==> config.mk <==
export PLATFORM = sky130hd
export DESIGN_NAME = rom_loader_flat
export DESIGN_NICKNAME = d
export VERILOG_FILES = /design/src/rtl/rom_loader_if.sv /design/src/rtl/rom_loader.sv /design/src/flat_wrapper.sv
export SDC_FILE = /design/constraint.sdc
export NUM_CORES = 1
export LEC_CHECK = 0
export BUFFER_PORTS_ARGS = -buffer_cell sky130_fd_sc_hd__buf_2
export CORE_ASPECT_RATIO = 0.7
export CORE_MARGIN = 2
export CORE_UTILIZATION = 51
export CTS_CLUSTER_DIAMETER = 150
export DETAILED_ROUTE_END_ITERATION = 16
export HOLD_SLACK_MARGIN = 0.06
export PLACE_DENSITY_LB_ADDON = 0.1
export SYNTH_ARGS = -nofsm -noshare
export SYNTH_HDL_FRONTEND = slang
export SYNTH_SLANG_ARGS = --single-unit
==> constraint.sdc <==
create_clock -name CLK -period 2.7 [get_ports CLK]
set_input_delay 0.27 -clock CLK [delete_from_list [all_inputs] [get_ports CLK]]
set_output_delay 0.27 -clock CLK [all_outputs]
set_load 0.01 [all_outputs]
==> src/rtl/rom_loader_if.sv <==
// rtl/rom_loader_if.sv - byte-stream input and instruction-memory write port of the Hack program loader
interface rom_loader_if #(
  parameter int ADDR_WIDTH = 15
);
  logic                  start;
  logic [15:0]           length;
  logic [7:0]            in_data;
  logic                  in_valid;
  logic                  in_ready;
  logic [ADDR_WIDTH-1:0] wr_addr;
  logic [15:0]           wr_data;
  logic                  wr_en;
  logic                  busy;
  logic                  done;
  logic                  error;
  logic                  cpu_reset;

  modport master (
    output start, length, in_data, in_valid,
    input  in_ready, wr_addr, wr_data, wr_en, busy, done, error, cpu_reset
  );

  modport slave (
    input  start, length, in_data, in_valid,
    output in_ready, wr_addr, wr_data, wr_en, busy, done, error, cpu_reset
  );
endinterface

==> src/rtl/rom_loader.sv <==
// rtl/rom_loader.sv - assembles big-endian words from a byte stream into Hack instruction memory
// and holds the CPU in reset until a complete load has finished.
module rom_loader #(
  parameter int ADDR_WIDTH = 15
) (
  input  logic          CLK,
  input  logic          reset,
  rom_loader_if.slave   bus
);

  typedef enum logic [2:0] {IDLE, HI, LO, WRITE, DONE} state_t;

  localparam logic [16:0] MAX_LEN = 17'(1) << ADDR_WIDTH;

  state_t                state, state_next;
  logic                  accept_start;
  logic                  too_long;
  logic                  last_word;
  logic [7:0]            hi_byte;
  logic [15:0]           wr_data_q;
  logic [ADDR_WIDTH-1:0] wr_addr_q;
  logic [ADDR_WIDTH:0]   count;
  logic [ADDR_WIDTH:0]   count_inc;
  logic [ADDR_WIDTH:0]   len_q;

  assign too_long  = {1'b0, bus.length} > MAX_LEN;
  assign count_inc = count + (ADDR_WIDTH+1)'(1);
  assign last_word = (count_inc == len_q);

  always_ff @(posedge CLK or posedge reset) begin
    if (reset) state <= IDLE;
    else       state <= state_next;
  end

  always_comb begin
    state_next   = state;
    accept_start = 1'b0;
    case (state)
      IDLE, DONE: begin
        if (bus.start) begin
          accept_start = 1'b1;
          if (bus.length == 16'd0) state_next = DONE;
          else if (too_long)       state_next = IDLE;
          else                     state_next = HI;
        end
      end
      HI:      if (bus.in_valid) state_next = LO;
      LO:      if (bus.in_valid) state_next = WRITE;
      WRITE:   state_next = last_word ? DONE : HI;
      default: state_next = IDLE;
    endcase
  end

  // Address holds on the last word so a full-size load ends at the top address without wrapping.
  always_ff @(posedge CLK or posedge reset) begin
    if (reset) begin
      hi_byte   <= 8'd0;
      wr_data_q <= 16'd0;
      wr_addr_q <= '0;
      count     <= '0;
      len_q     <= '0;
      bus.error <= 1'b0;
    end else begin
      if (accept_start) begin
        bus.error <= too_long;
        wr_addr_q <= '0;
        count     <= '0;
        len_q     <= bus.length[ADDR_WIDTH:0];
      end
      if (state == HI && bus.in_valid) hi_byte <= bus.in_data;
      if (state == LO && bus.in_valid) wr_data_q <= {hi_byte, bus.in_data};
      if (state == WRITE) begin
        count <= count_inc;
        if (!last_word) wr_addr_q <= wr_addr_q + ADDR_WIDTH'(1);
      end
    end
  end

  assign bus.in_ready  = (state == HI) || (state == LO);
  assign bus.busy      = (state == HI) || (state == LO) || (state == WRITE);
  assign bus.wr_en     = (state == WRITE);
  assign bus.done      = (state == DONE);
  assign bus.cpu_reset = (state != DONE);
  assign bus.wr_addr   = wr_addr_q;
  assign bus.wr_data   = wr_data_q;

endmodule

==> src/flat_wrapper.sv <==
// flat-port wrapper written by rule: the top's interface ports become plain ports
module rom_loader_flat 
#(
  parameter int ADDR_WIDTH = 15
)
  (CLK, reset, bus_start, bus_length, bus_in_data, bus_in_valid, bus_in_ready, bus_wr_addr, bus_wr_data, bus_wr_en, bus_busy, bus_done, bus_error, bus_cpu_reset);
  rom_loader_if #(.ADDR_WIDTH(ADDR_WIDTH)) bus_i ();
  input  logic CLK;
  input  logic reset;
  input wire logic [$bits(bus_i.start)-1:0] bus_start;
  input wire logic [$bits(bus_i.length)-1:0] bus_length;
  input wire logic [$bits(bus_i.in_data)-1:0] bus_in_data;
  input wire logic [$bits(bus_i.in_valid)-1:0] bus_in_valid;
  output wire logic [$bits(bus_i.in_ready)-1:0] bus_in_ready;
  output wire logic [$bits(bus_i.wr_addr)-1:0] bus_wr_addr;
  output wire logic [$bits(bus_i.wr_data)-1:0] bus_wr_data;
  output wire logic [$bits(bus_i.wr_en)-1:0] bus_wr_en;
  output wire logic [$bits(bus_i.busy)-1:0] bus_busy;
  output wire logic [$bits(bus_i.done)-1:0] bus_done;
  output wire logic [$bits(bus_i.error)-1:0] bus_error;
  output wire logic [$bits(bus_i.cpu_reset)-1:0] bus_cpu_reset;
  assign bus_i.start = bus_start;
  assign bus_i.length = bus_length;
  assign bus_i.in_data = bus_in_data;
  assign bus_i.in_valid = bus_in_valid;
  assign bus_in_ready = bus_i.in_ready;
  assign bus_wr_addr = bus_i.wr_addr;
  assign bus_wr_data = bus_i.wr_data;
  assign bus_wr_en = bus_i.wr_en;
  assign bus_busy = bus_i.busy;
  assign bus_done = bus_i.done;
  assign bus_error = bus_i.error;
  assign bus_cpu_reset = bus_i.cpu_reset;
  rom_loader #(.ADDR_WIDTH(ADDR_WIDTH)) u_core (.CLK(CLK), .reset(reset), .bus(bus_i));
endmodule
### Yosys cells after proc, flatten, opt, wreduce, memory -nomap -nowiden

Cells that the tools add are included.

* order comparisons: 1
* add/subtract/negate cells: 2
* mux-type cells: 14
* eq/ne operators: 9
* reduce and logical (&&, ||, !) cells: 9

Operators by type and width (number)
* $mux W15: 3
* $mux W16: 2
* $add A16 B1 Y16 const B: 1
* $eq A16 B16 Y1: 1
* $gt A16 B16 Y1 const B: 1
* $logic_not A16 Y1: 1
* $add A15 B1 Y15 const B: 1
* $mux W3: 5
* $pmux W3 S4: 1
* $eq A3 B2 Y1 const B: 2
* $ne A2 B2 Y1 const B: 3
* $eq A3 B1 Y1 const B: 1
* $eq A3 B3 Y1 const B: 1
* $logic_not A3 Y1: 1
* $mux W1: 3
* $ne A3 B3 Y1 const B: 1
* $reduce_and A3 Y1: 1
* $logic_and A1 B1 Y1: 2
* $logic_or A1 B1 Y1: 2
* $reduce_bool A2 Y1: 1
* $reduce_or A2 Y1: 1

* bits in registers: 75
* output and inout bits: 37
* logic and storage cells: 42
* input bits: 28

### Depth between registers and ports, before layout

Gate-level depths: netlist of the first run.

* depth in word-level cells: 6
* mapped depth: 11
* gate-level depth less buffers: 9

### Worst setup path before layout of the first run

OpenSTA, ideal clock, no wires.

* path kind: register to register
* start: register u_core.count[0]
* end: register u_core.wr_addr_q[13] (netlist: u_core.bus.wr_addr[13])
* setup time: 126 ps
* buffers on the path: 1
* path slack: -21 ps
* data arrival time: 2595 ps
* clock period less this slack: 2721 ps
* data required time: 2574 ps
* stages on the path, launching flop included: 11
* cell sequence: dfrtp_1 -> ha_1 -> nand4_1 -> nor4_2 -> mux2i_1 -> o2111ai_1 -> nor4_2 -> a21oi_2 -> buf_6 -> and3_1 -> a221o_1

* word-level cells in the longest chain between the ends: 4

Ends and longest elaborated chain
* from (decl): RTL line rom_loader.sv:22 `logic [ADDR_WIDTH:0] count;`
* from (signal assigned): RTL line rom_loader.sv:73 `count <= count_inc;`
* $add A16 B1 Y16: RTL line rom_loader.sv:27 `assign count_inc = count + (ADDR_WIDTH+1)'(1);`
* $eq A16 B16 Y1: RTL line rom_loader.sv:28 `assign last_word = (count_inc == len_q);`
* $mux W15: RTL line rom_loader.sv:74 `if (!last_word) wr_addr_q <= wr_addr_q + ADDR_WIDTH'(1);`
* $mux W15: RTL line rom_loader.sv:72 `if (state == WRITE) begin`
* to (signal assigned): RTL line rom_loader.sv:74
* to (decl): RTL line rom_loader.sv:21 `logic [ADDR_WIDTH-1:0] wr_addr_q;`

Every way passes these cells.
A chain may end at the register's enable or synchronous reset.

### Final worst setup path of the first run

Ends and elaborated chain as after synthesis.

==> results of run 1 <==
cells in the mapped netlist, drive strengths merged (10+ instances only):
cell type,count,area share
dfrtp,75,0.46
xnor2,16,0.035
nand2,84,0.078
and3,10,0.015
buf,11,0.016
nor4,10,0.020
o21ai,35,0.043
mux2,29,0.080
nor2,36,0.033
clkbuf,13,0.013
nand3,17,0.021
critical path: cells and delay by family (launching register included):
family	cells	cell delay, ns
buffers and inverters	1	0.18
and+or+nand+nor	4	0.89
adders and majority gates	1	0.22
xor gates and xnor gates	1	0.18
AOI/OAI and AO/OA	3	0.68
DFF	1	0.43
sequential cells by signal, indices dropped and copies added (netlist names):
signal,count
u_core.hi_byte,8
u_core.bus.error,1
u_core.bus.wr_addr,15
u_core.len_q,16
u_core.state,3
u_core.bus.wr_data,16
u_core.count,16
layout make-up:
type | count | area [sq um] | share of cell area
Multi-Input combinational cell | 327 | 2107 | 0.4139
Tap cell | 101 | 126.4 | 0.02482
Sequential cell | 75 | 1882 | 0.3696
Inverter | 9 | 33.78 | 0.006636
Clock buffer | 9 | 225.2 | 0.04424
Clock inverter | 7 | 106.4 | 0.02089
Timing Repair Buffer | 99 | 610.6 | 0.1199
per-stage QoR:
| step | cells | hold slack [ns] | instance area [sq um] | utilization | setup TNS [ns] |
|---|---|---|---|---|---|
| floorplan | 435 | 0.3754 | 4058 | - | 0 |
| finish | 627 | 0.1245 | 5091 | 0.6524 | 0 |
| CTS | 623 | 0.1210 | 4984 | 0.6386 | 0 |
| detailed placement | 606 | 0.3173 | 4642 | 0.5948 | 0 |
| global placement | 606 | 0.3198 | 4642 | 0.5948 | 0 |
| global route | 627 | 0.1401 | 5091 | 0.6524 | -0.3915 |
report_power, final:
part / switching (uW) / leakage (uW) / internal, uW
Sequential: 295 / 0.000956 / 1500
Clock: 516 / 0.000163 / 825
Combinational: 967 / 0.00129 / 812
timing repair:
action	4_1_cts	5_1_grt
setup endpoints to repair	1	16
hold endpoints to repair	20	0
setup buffers	0	4
hold buffers	1	0
pin swaps	1	7
resized for setup	0	16
per-layer routing:
metal,part of all wire,routed length (microns)
met1,0.48,4823
met2,0.43,4323
met4,0.013,129
met5,0,0
met3,0.083,835
cells by family after synthesis:
kind of cell / count (synthesis)
and+or+nand+nor: 200
DFF: 75
AOI/OAI and AO/OA: 65
muxes: 36
buffers and inverters: 33
xor gates and xnor gates: 24
adders and majority gates: 2
final timing paths:
kind                                                     to                    startpoint  slack [ns]
max reg2reg                u_core.bus.wr_addr[13]$_DFF_PP0_   u_core.count[0]$_DFFE_PP0P_        0.02
max                        u_core.bus.wr_addr[13]$_DFF_PP0_   u_core.count[0]$_DFFE_PP0P_        0.02
min in group asynchronous      u_core.count[12]$_DFFE_PP0P_                         reset        0.49
min                             u_core.len_q[9]$_DFFE_PP0P_                 bus_length[9]        0.12
min reg2reg                    u_core.bus.error$_DFFE_PP0P_  u_core.bus.error$_DFFE_PP0P_        0.47
max in group asynchronous       u_core.state[1]$_DFFE_PP0P_                         reset        1.42
==> flow_summary.ini, run 1 <==
[run_status]
result_of_the_run = finished clean

[critical_path]
critPathMostFrequentCell = sky130_fd_sc_hd__and3_1
crit_path_cell_trace = ha_4 > and3_1 > xnor2_2 > a2111oi_4 > nand4_1 > nor4_2 > a21oi_2 > buf_12 > and3_1 > a221o_1
crit_type = flop to flop
cp_data_required_time_ns = 2.93
cp_slowest_stage_delay_ns = 0.43
crit_path_end_kind = flop
timing.critical_path.slowest_stage_cell = sky130_fd_sc_hd__dfrtp_1
r2r_cells = 10
data_arrival_time_at_the_worst_slack_endpoint_ns = 2.91
launching_element_type_of_the_critical_path = flop
path_max_fanout = 26

[global_routing]
global_route.usage.met3 = 0.07954
globalRouteOverflowTotal = 0
first_global_vias = 3431
grt_util_met1 = 0.3458
overall_global_routing_usage = 0.2457
maximum_number_of_pins_on_one_net_before_global_route_repair = 34
grt-busiest-layer = met2
grt_pass1_wl_microns = 16930
grt_antenna_before_repair = 0
met2_usage = 0.3577

[floorplanning]
design.die.area_sq_um = 8697
chip_height_microns = 78.63
placeableCoreArea_sq_um = 7804
die_x_microns = 110.6
io_pins = 65
core.rowCount = 27
floorplan.initialDensity = 0.5200

[timing]
grt_setup_unrepaired = yes
max_slew_margin = 0.2494
period_minus_slack_ns = 2.678
fmax_ghz = 0.3734
timing.clock.skew_ns = 0.008169
final-setup-viol-count = 0
finalHoldViolations = 0
setup_slack_ns = 0.02157
timing_max_transition_violations_final = 0
slew_at_the_pin_closest_to_its_max_slew_limit_ns = 1.122
timing.final.crit_share = 0.9920

[placed_design]
place_congestion = 1.003
dp_hpwl_microns = 7135
dpl_worst_slack_ns = 0.0009637
port_buffers = 64

[route]
routed_wirelength_microns = 10110
drt_pre_antenna_iters = 5
wire_per_inst_microns = 16.13
ant_nets = 0
drt_drc_violations_left = 0
drtIter0Drc = 264
num_vias = 3495
via_per_inst = 5.574

[logic_synthesis]
yosys.area_share.xor_xnor = 0.05180
number_of_register_bits_inferred_by_synthesis = 75
mappedNetlistArea_sq_um = 4058
top_reg_cell_synth = sky130_fd_sc_hd__dfrtp_1
synth.mux.area_fraction = 0.09775
synth_compound_gate_area_share = 0.1033
synth-async-reset-ratio = 1.000
synth_fa_ha_area_frac = 0.006167
largest_family_of_logic_cells_by_synthesized_area = simple AND/OR/NAND/NOR gates
synth_cell_types = 48
post_synth_and_or_nand_nor_area_fraction = 0.2411
postSynthCellCount = 435
synth.net_count = 465
mean_instance_size_in_the_synthesized_netlist_sq_um = 9.328
edff_count_synth = 0
synth.yosys.seq_area_share = 0.4625
synthesis.yosys.warnings = 0

[power_and_ir_drop]
fin_total_pwr_uw = 4916
irDropWorstVdd_mv = 0.6716
power.leakage_uw = 0.002405
cellPowerDensity_nw_per_um2 = 965.6

[cts]
clockBufferDepth = 2
clock_pin_slew_worst_setup_and_hold_paths_ns = 0.06
root_buffer = sky130_fd_sc_hd__clkbuf_16
cts.sinks = 75
clock_insertion_delay_at_the_later_pin_of_the_skew_report_ns = 0.35
numCtsBuffers = 9
h-tree-depth = 3
cts_tree = built

[final_layout]
drive_above_1_share = 0.3175
mostFrequentLayoutCell = sky130_fd_sc_hd__nand2_1
antenna_cells_inserted = 0
final_cell_mix = 84 x sky130_fd_sc_hd__nand2_1, 71 x sky130_fd_sc_hd__dfrtp_1, 64 x sky130_fd_sc_hd__buf_2, 36 x sky130_fd_sc_hd__nor2_1
layout.filler_cells = 633
synthToLayoutAreaGrowth_pct = 25.47
layout.nets = 551

[worst_hold_path]
hold_path_depth = 3
hold_class = input pin to flop

[job]
max-cap-violations = 0
No activity file was read; power rests on OpenSTA's default activity.
==> inputs of run 2 (changes only) <==
CORE_UTILIZATION = 55   (was 51)
SETUP_SLACK_MARGIN = 0.1   (was not set)
clock period = 2.92 ns   (was 2.7 ns; I/O delays follow)
==> flow_summary.ini, run 2 (same netlist as run 1, synthesis figures left out) <==
[route]
drt_drc_violations_left = 0
drtIter0Drc = 196
via_per_inst = 5.586
routed_wirelength_microns = 9312
wire_per_inst_microns = 15.29
ant_nets = 0
drt_pre_antenna_iters = 6
num_vias = 3402

[global_routing]
grt_pass1_wl_microns = 15430
overall_global_routing_usage = 0.2503
grt_antenna_before_repair = 0
globalRouteOverflowTotal = 0
maximum_number_of_pins_on_one_net_before_global_route_repair = 76
first_global_vias = 3103

[timing]
finalSetupTns_ns = 0
finalHoldViolations = 0
slew_at_the_pin_closest_to_its_max_slew_limit_ns = 0.9358
timing.clock.skew_ns = 0.01369
fmax_ghz = 0.3695
max_slew_margin = 0.3761
timing.final.crit_share = 0.9268
timing_max_transition_violations_final = 0
grt_setup_unrepaired = yes
period_minus_slack_ns = 2.706
final-setup-viol-count = 0

[cts]
cts.sinks = 75
hold_buffers = 0
root_buffer = sky130_fd_sc_hd__clkbuf_8
h-tree-depth = 3
numCtsBuffers = 9
clock_pin_slew_worst_setup_and_hold_paths_ns = 0.09
cts_tree = built
clock_insertion_delay_at_the_later_pin_of_the_skew_report_ns = 0.37
clockBufferDepth = 2

[floorplanning]
design.die.area_sq_um = 8092
floorplan.initialDensity = 0.5619
placeableCoreArea_sq_um = 7222
die_x_microns = 106.7
chip_height_microns = 75.87
io_pins = 65
core.rowCount = 26

[critical_path]
crit_path_end_kind = flop
r2r_cells = 9
cp_data_required_time_ns = 3.17
critical_path_buf_inv_count = 1
launching_element_type_of_the_critical_path = flop
crit_path_cell_trace = nand4_2 > nor4_4 > xnor2_1 > o2111ai_1 > nor4_2 > a21oi_2 > buf_6 > and3_1 > a221o_1
path_delay_family = simple AND/OR/NAND/NOR gates
path_max_fanout = 23
data_arrival_time_at_the_worst_slack_endpoint_ns = 2.95
reg2reg_to = u_core.bus.wr_addr[13]$_DFF_PP0_
cp_slowest_stage_delay_ns = 0.53
crit_type = flop to flop
timing.rr.start = u_core.count[3]$_DFFE_PP0P_
timing.critical_path.slowest_stage_cell = sky130_fd_sc_hd__dfrtp_1
setup.reg_to_reg.worst_slack_ns = 0.21

[final_layout]
layoutNonFillerInstCount = 609
final_cell_mix = 84 x sky130_fd_sc_hd__nand2_1, 71 x sky130_fd_sc_hd__dfrtp_1, 64 x sky130_fd_sc_hd__buf_2, 36 x sky130_fd_sc_hd__nor2_1, 32 x sky130_fd_sc_hd__o21ai_0
mostFrequentLayoutCell = sky130_fd_sc_hd__nand2_1
synthToLayoutAreaGrowth_pct = 17.88
layout.filler_cells = 598
drive_above_1_share = 0.2916
antenna_cells_inserted = 0
layout.nets = 536

[run_status]
result_of_the_run = finished clean

[power_and_ir_drop]
switching_share = 0.3870
power.clock.fraction = 0.189
pwr-share-seq = 0.418
cell_internal_power_dissipation_uw = 2439
power.leakage_uw = 0.002241
netSwitchingPower_uw = 1539
power.combinational.fraction = 0.393
cellPowerDensity_nw_per_um2 = 831.6
irDropWorstVdd_mv = 0.6648

[worst_hold_path]
hold_path_depth = 3
hp-start = bus_length[11]
worstHoldEndpoint = u_core.len_q[11]$_DFFE_PP0P_
hold_class = input pin to flop

[placed_design]
placedCellCount = 591
port_buffers = 64
place_congestion = 0.9824
dp_hpwl_microns = 6680

[job]
max-cap-violations = 0
[run 2: power groups by stage]
stage          Sequential (uW)  Combinational (uW)  Clock [uW]
6_report                  1660                1560         751
5_1_grt                   1720                1730         816
4_1_cts                   1650                1530         772
3_5_place_dp              1670                1520           0
3_3_place_gp              1650                1490           0
2_1_floorplan             1670                1020           0
[run 2: per-layer routing]
layer / global-route usage / routed length [microns] / up-vias / share of wire
li1: - / - / 1653 / -
met1: 0.3650 / 4727 / 1643 / 0.51
met2: 0.3503 / 3915 / 99 / 0.42
met3: 0.08982 / 588 / 7 / 0.063
met4: 0.07504 / 80 / 0 / 0.0086
met5: 0 / 0 / - / 0
[run 2: tightest hold or removal path, cell delays in order]
cell and delay (ns):
sky130_fd_sc_hd__buf_2 0.09, sky130_fd_sc_hd__nand2_1 0.04, sky130_fd_sc_hd__nand2_1 0.04
[run 2: through the flow]
| step | setup WS (ns) | hold slack, ns | utilization | area, sq um | power [uW] |
|---|---|---|---|---|---|
| finish | 0.2137 | 0.1305 | 0.6623 | 4783 | 3978 |
| global route | 0.09392 | 0.1095 | 0.6623 | 4783 | 4265 |
| CTS | 0.1215 | 0.1153 | 0.6523 | 4711 | 3949 |
| detailed placement | 0.04000 | 0.4592 | 0.6263 | 4523 | 3188 |
| global placement | 0.1414 | 0.4472 | 0.6263 | 4523 | 3148 |
| floorplan | 0.1993 | 0.3974 | - | 4058 | 2690 |
[run 2: timing repair]
action                                  4_1_cts  5_1_grt
setup buffers                                 0        2
pin swaps                                     1        4
endpoints found under the setup margin        9       16
gates resized for setup                       1       13
gates cloned                                  0        0
[run 2: final cells by class]
cell class	instances	area (sq um)	share of cell area
multi-input cells	327	2086	0.4360
flip-flops and latches	75	1882	0.3934
repair buffers	84	474.2	0.09914
clock buffers	10	137.6	0.02877
well taps	98	122.6	0.02563
clock inverters	6	47.55	0.009940
inverters	9	33.78	0.007063
[run 2: how the worst max path moves through the flow]
stage / to / slack (ns) / start / cells past startpoint
after floorplan: u_core.bus.wr_addr[13]$_DFF_PP0_ / 0.20 / u_core.count[0]$_DFFE_PP0P_ / 10
after global placement: u_core.bus.wr_addr[13]$_DFF_PP0_ / 0.14 / u_core.count[0]$_DFFE_PP0P_ / 10
after detailed placement: u_core.bus.wr_addr[10]$_DFF_PP0_ / 0.04 / u_core.count[0]$_DFFE_PP0P_ / 10
after CTS: u_core.bus.wr_addr[13]$_DFF_PP0_ / 0.12 / u_core.count[0]$_DFFE_PP0P_ / 9
after global routing: u_core.bus.wr_addr[11]$_DFF_PP0_ / 0.09 / u_core.count[3]$_DFFE_PP0P_ / 9
final: u_core.bus.wr_addr[13]$_DFF_PP0_ / 0.21 / u_core.count[3]$_DFFE_PP0P_ / 9
==> inputs of run 3 (changes only) <==
--- a/config.mk
+++ b/config.mk
@@ -7,2 +7,3 @@
 export LEC_CHECK = 0
+export ABC_CLOCK_PERIOD_IN_PS = 2920
 export BUFFER_PORTS_ARGS = -buffer_cell sky130_fd_sc_hd__buf_2
==> constraint.sdc (replaced) <==
create_clock -name CLK -period 2.92 [get_ports CLK]
set_input_delay 0.73 -clock CLK [delete_from_list [all_inputs] [get_ports CLK]]
set_output_delay 0.73 -clock CLK [all_outputs]
set_load 0.01 [all_outputs]
==> flow_summary.ini, run 3 (same netlist as run 1, synthesis figures left out) <==
[timing]
finalSetupTns_ns = 0
timing_max_transition_violations_final = 0
fmax_ghz = 0.3655
finalHoldViolations = 0
period_minus_slack_ns = 2.736
final-setup-viol-count = 0
slew_at_the_pin_closest_to_its_max_slew_limit_ns = 0.8136
max_slew_margin = 0.4563
setup_slack_ns = 0.1841
timing.final.crit_share = 0.9369
grt_setup_unrepaired = no
timing.clock.skew_ns = 0.009344

[final_layout]
mostFrequentLayoutCell = sky130_fd_sc_hd__nand2_1
antenna_cells_inserted = 0
final_cell_mix = 84 x sky130_fd_sc_hd__nand2_1, 70 x sky130_fd_sc_hd__dfrtp_1, 64 x sky130_fd_sc_hd__buf_2, 36 x sky130_fd_sc_hd__nor2_1, 32 x sky130_fd_sc_hd__o21ai_0
drive_above_1_share = 0.2943
layout.nets = 538
finalInstanceArea_sq_um = 4848
layoutNonFillerInstCount = 611
synthToLayoutAreaGrowth_pct = 19.49

[floorplanning]
chip_height_microns = 75.87
design.die.area_sq_um = 8092
die_x_microns = 106.7
floorplan.initialDensity = 0.5619
io_pins = 65
core.rowCount = 26
placeableCoreArea_sq_um = 7222

[global_routing]
overall_global_routing_usage = 0.2524
global_route.usage.met3 = 0.06672
grt_antenna_before_repair = 0
grt_util_met1 = 0.3741
first_global_vias = 3150
grt_pass1_wl_microns = 15870
grt-busiest-layer = met2
met2_usage = 0.3786
maximum_number_of_pins_on_one_net_before_global_route_repair = 76
globalRouteOverflowTotal = 0

[cts]
numCtsBuffers = 9
cts.sinks = 75
clockBufferDepth = 2
root_buffer = sky130_fd_sc_hd__clkbuf_8
hold_buffers = 0
clock_pin_slew_worst_setup_and_hold_paths_ns = 0.09
cts_tree = built
clock_insertion_delay_at_the_later_pin_of_the_skew_report_ns = 0.35
h-tree-depth = 3

[route]
drtIter0Drc = 234
drt_drc_violations_left = 0
num_vias = 3437
wire_per_inst_microns = 16.32
ant_nets = 0
routed_wirelength_microns = 9970
via_per_inst = 5.625
drt_pre_antenna_iters = 4

[placed_design]
dpl_worst_slack_ns = 0.09947
dp_hpwl_microns = 6820
place_congestion = 0.9586
placedCellCount = 592
dpl-instance-area_sq_um = 4543
port_buffers = 64

[critical_path]
data_arrival_time_at_the_worst_slack_endpoint_ns = 2.97
launching_element_type_of_the_critical_path = flop
path_max_fanout = 11
worst_setup_path_startpoint = u_core.count[3]$_DFFE_PP0P_
timing.rr.start = u_core.count[3]$_DFFE_PP0P_
crit_type = flop to flop
crit_path_end_kind = flop
cp_data_required_time_ns = 3.15

[power_and_ir_drop]
fin_total_pwr_uw = 4141
cellPowerDensity_nw_per_um2 = 854.2
irDropWorstVdd_mv = 0.5484
power.leakage_uw = 0.002275

[worst_hold_path]
hold_class = input pin to async pin

[run_status]
result_of_the_run = finished clean

[job]
max-cap-violations = 0
run 3: cell count changes in the layout (fill, tap and decap cells not counted), sizes merged:
cell      before  now
buf           84   86
bufinv         0    1
clkbuf        10   11
clkinv         3    1
clkinvlp       1    0
inv           11   12
run 3: layer usage:
metal  up-vias  part of all wire  routed length [microns]
met5         -                 0                        0
met4         0            0.0087                       87
met3        12             0.073                      728
met2       115              0.44                     4342
met1      1648              0.48                     4811
li1       1662                 -                        -
run 3: final timing paths:
path                            slack, ns                                to  cells past startpoint
max in group asynchronous            2.12       u_core.count[8]$_DFFE_PP0P_                      3
worst min-delay path                 0.47       u_core.len_q[0]$_DFFE_PP0P_                      3
min in group CLK                     0.49      u_core.bus.error$_DFFE_PP0P_                      2
worst max register to register       0.18  u_core.bus.wr_addr[12]$_DFF_PP0_                      9
worst min register to register       0.49      u_core.bus.error$_DFFE_PP0P_                      2
worst max-delay path                 0.18  u_core.bus.wr_addr[12]$_DFF_PP0_                      9
run 3: power breakdown:
part           leakage [uW]  switching [uW]  total (uW)  internal [uW]
combinational       0.00121             869        1580            715
clock              0.000112             417         873            455
sequential         0.000954             298        1680           1390
total               0.00227            1580        4140           2560
run 3: what timing repair did:
action,CTS,global route
cloned,0,1
gates resized for setup,1,16
setup endpoints to repair,6,15
pin swaps,0,4
buffers inserted,0,2
run 3: cell type report:
class,count,area [sq um]
clock inverter,5,67.56
fill,599,2374
tap,98,122.6
sequential,75,1883
clock buffer,11,151.4
multi-input combinational,327,2088
timing repair buffer,86,501.7
inverter,9,33.78
run 3: through the flow:
stage,utilization,hold slack (ns)
floorplan,-,0.4652
global placement,0.6291,0.4475
detailed placement,0.6291,0.4774
CTS,0.6606,0.4744
global route,0.6713,0.4955
finish,0.6713,0.4699
run 3: critical path: stages (launching register included):
cell                        delay (ns)
sky130_fd_sc_hd__dfrtp_1          0.56
sky130_fd_sc_hd__nand4_2          0.26
sky130_fd_sc_hd__nor4_4           0.38
sky130_fd_sc_hd__xnor2_1          0.20
sky130_fd_sc_hd__o2111ai_1        0.21
sky130_fd_sc_hd__nor4_4           0.28
sky130_fd_sc_hd__a21oi_2          0.12
sky130_fd_sc_hd__buf_4            0.19
sky130_fd_sc_hd__and3_1           0.17
sky130_fd_sc_hd__a221o_1          0.25
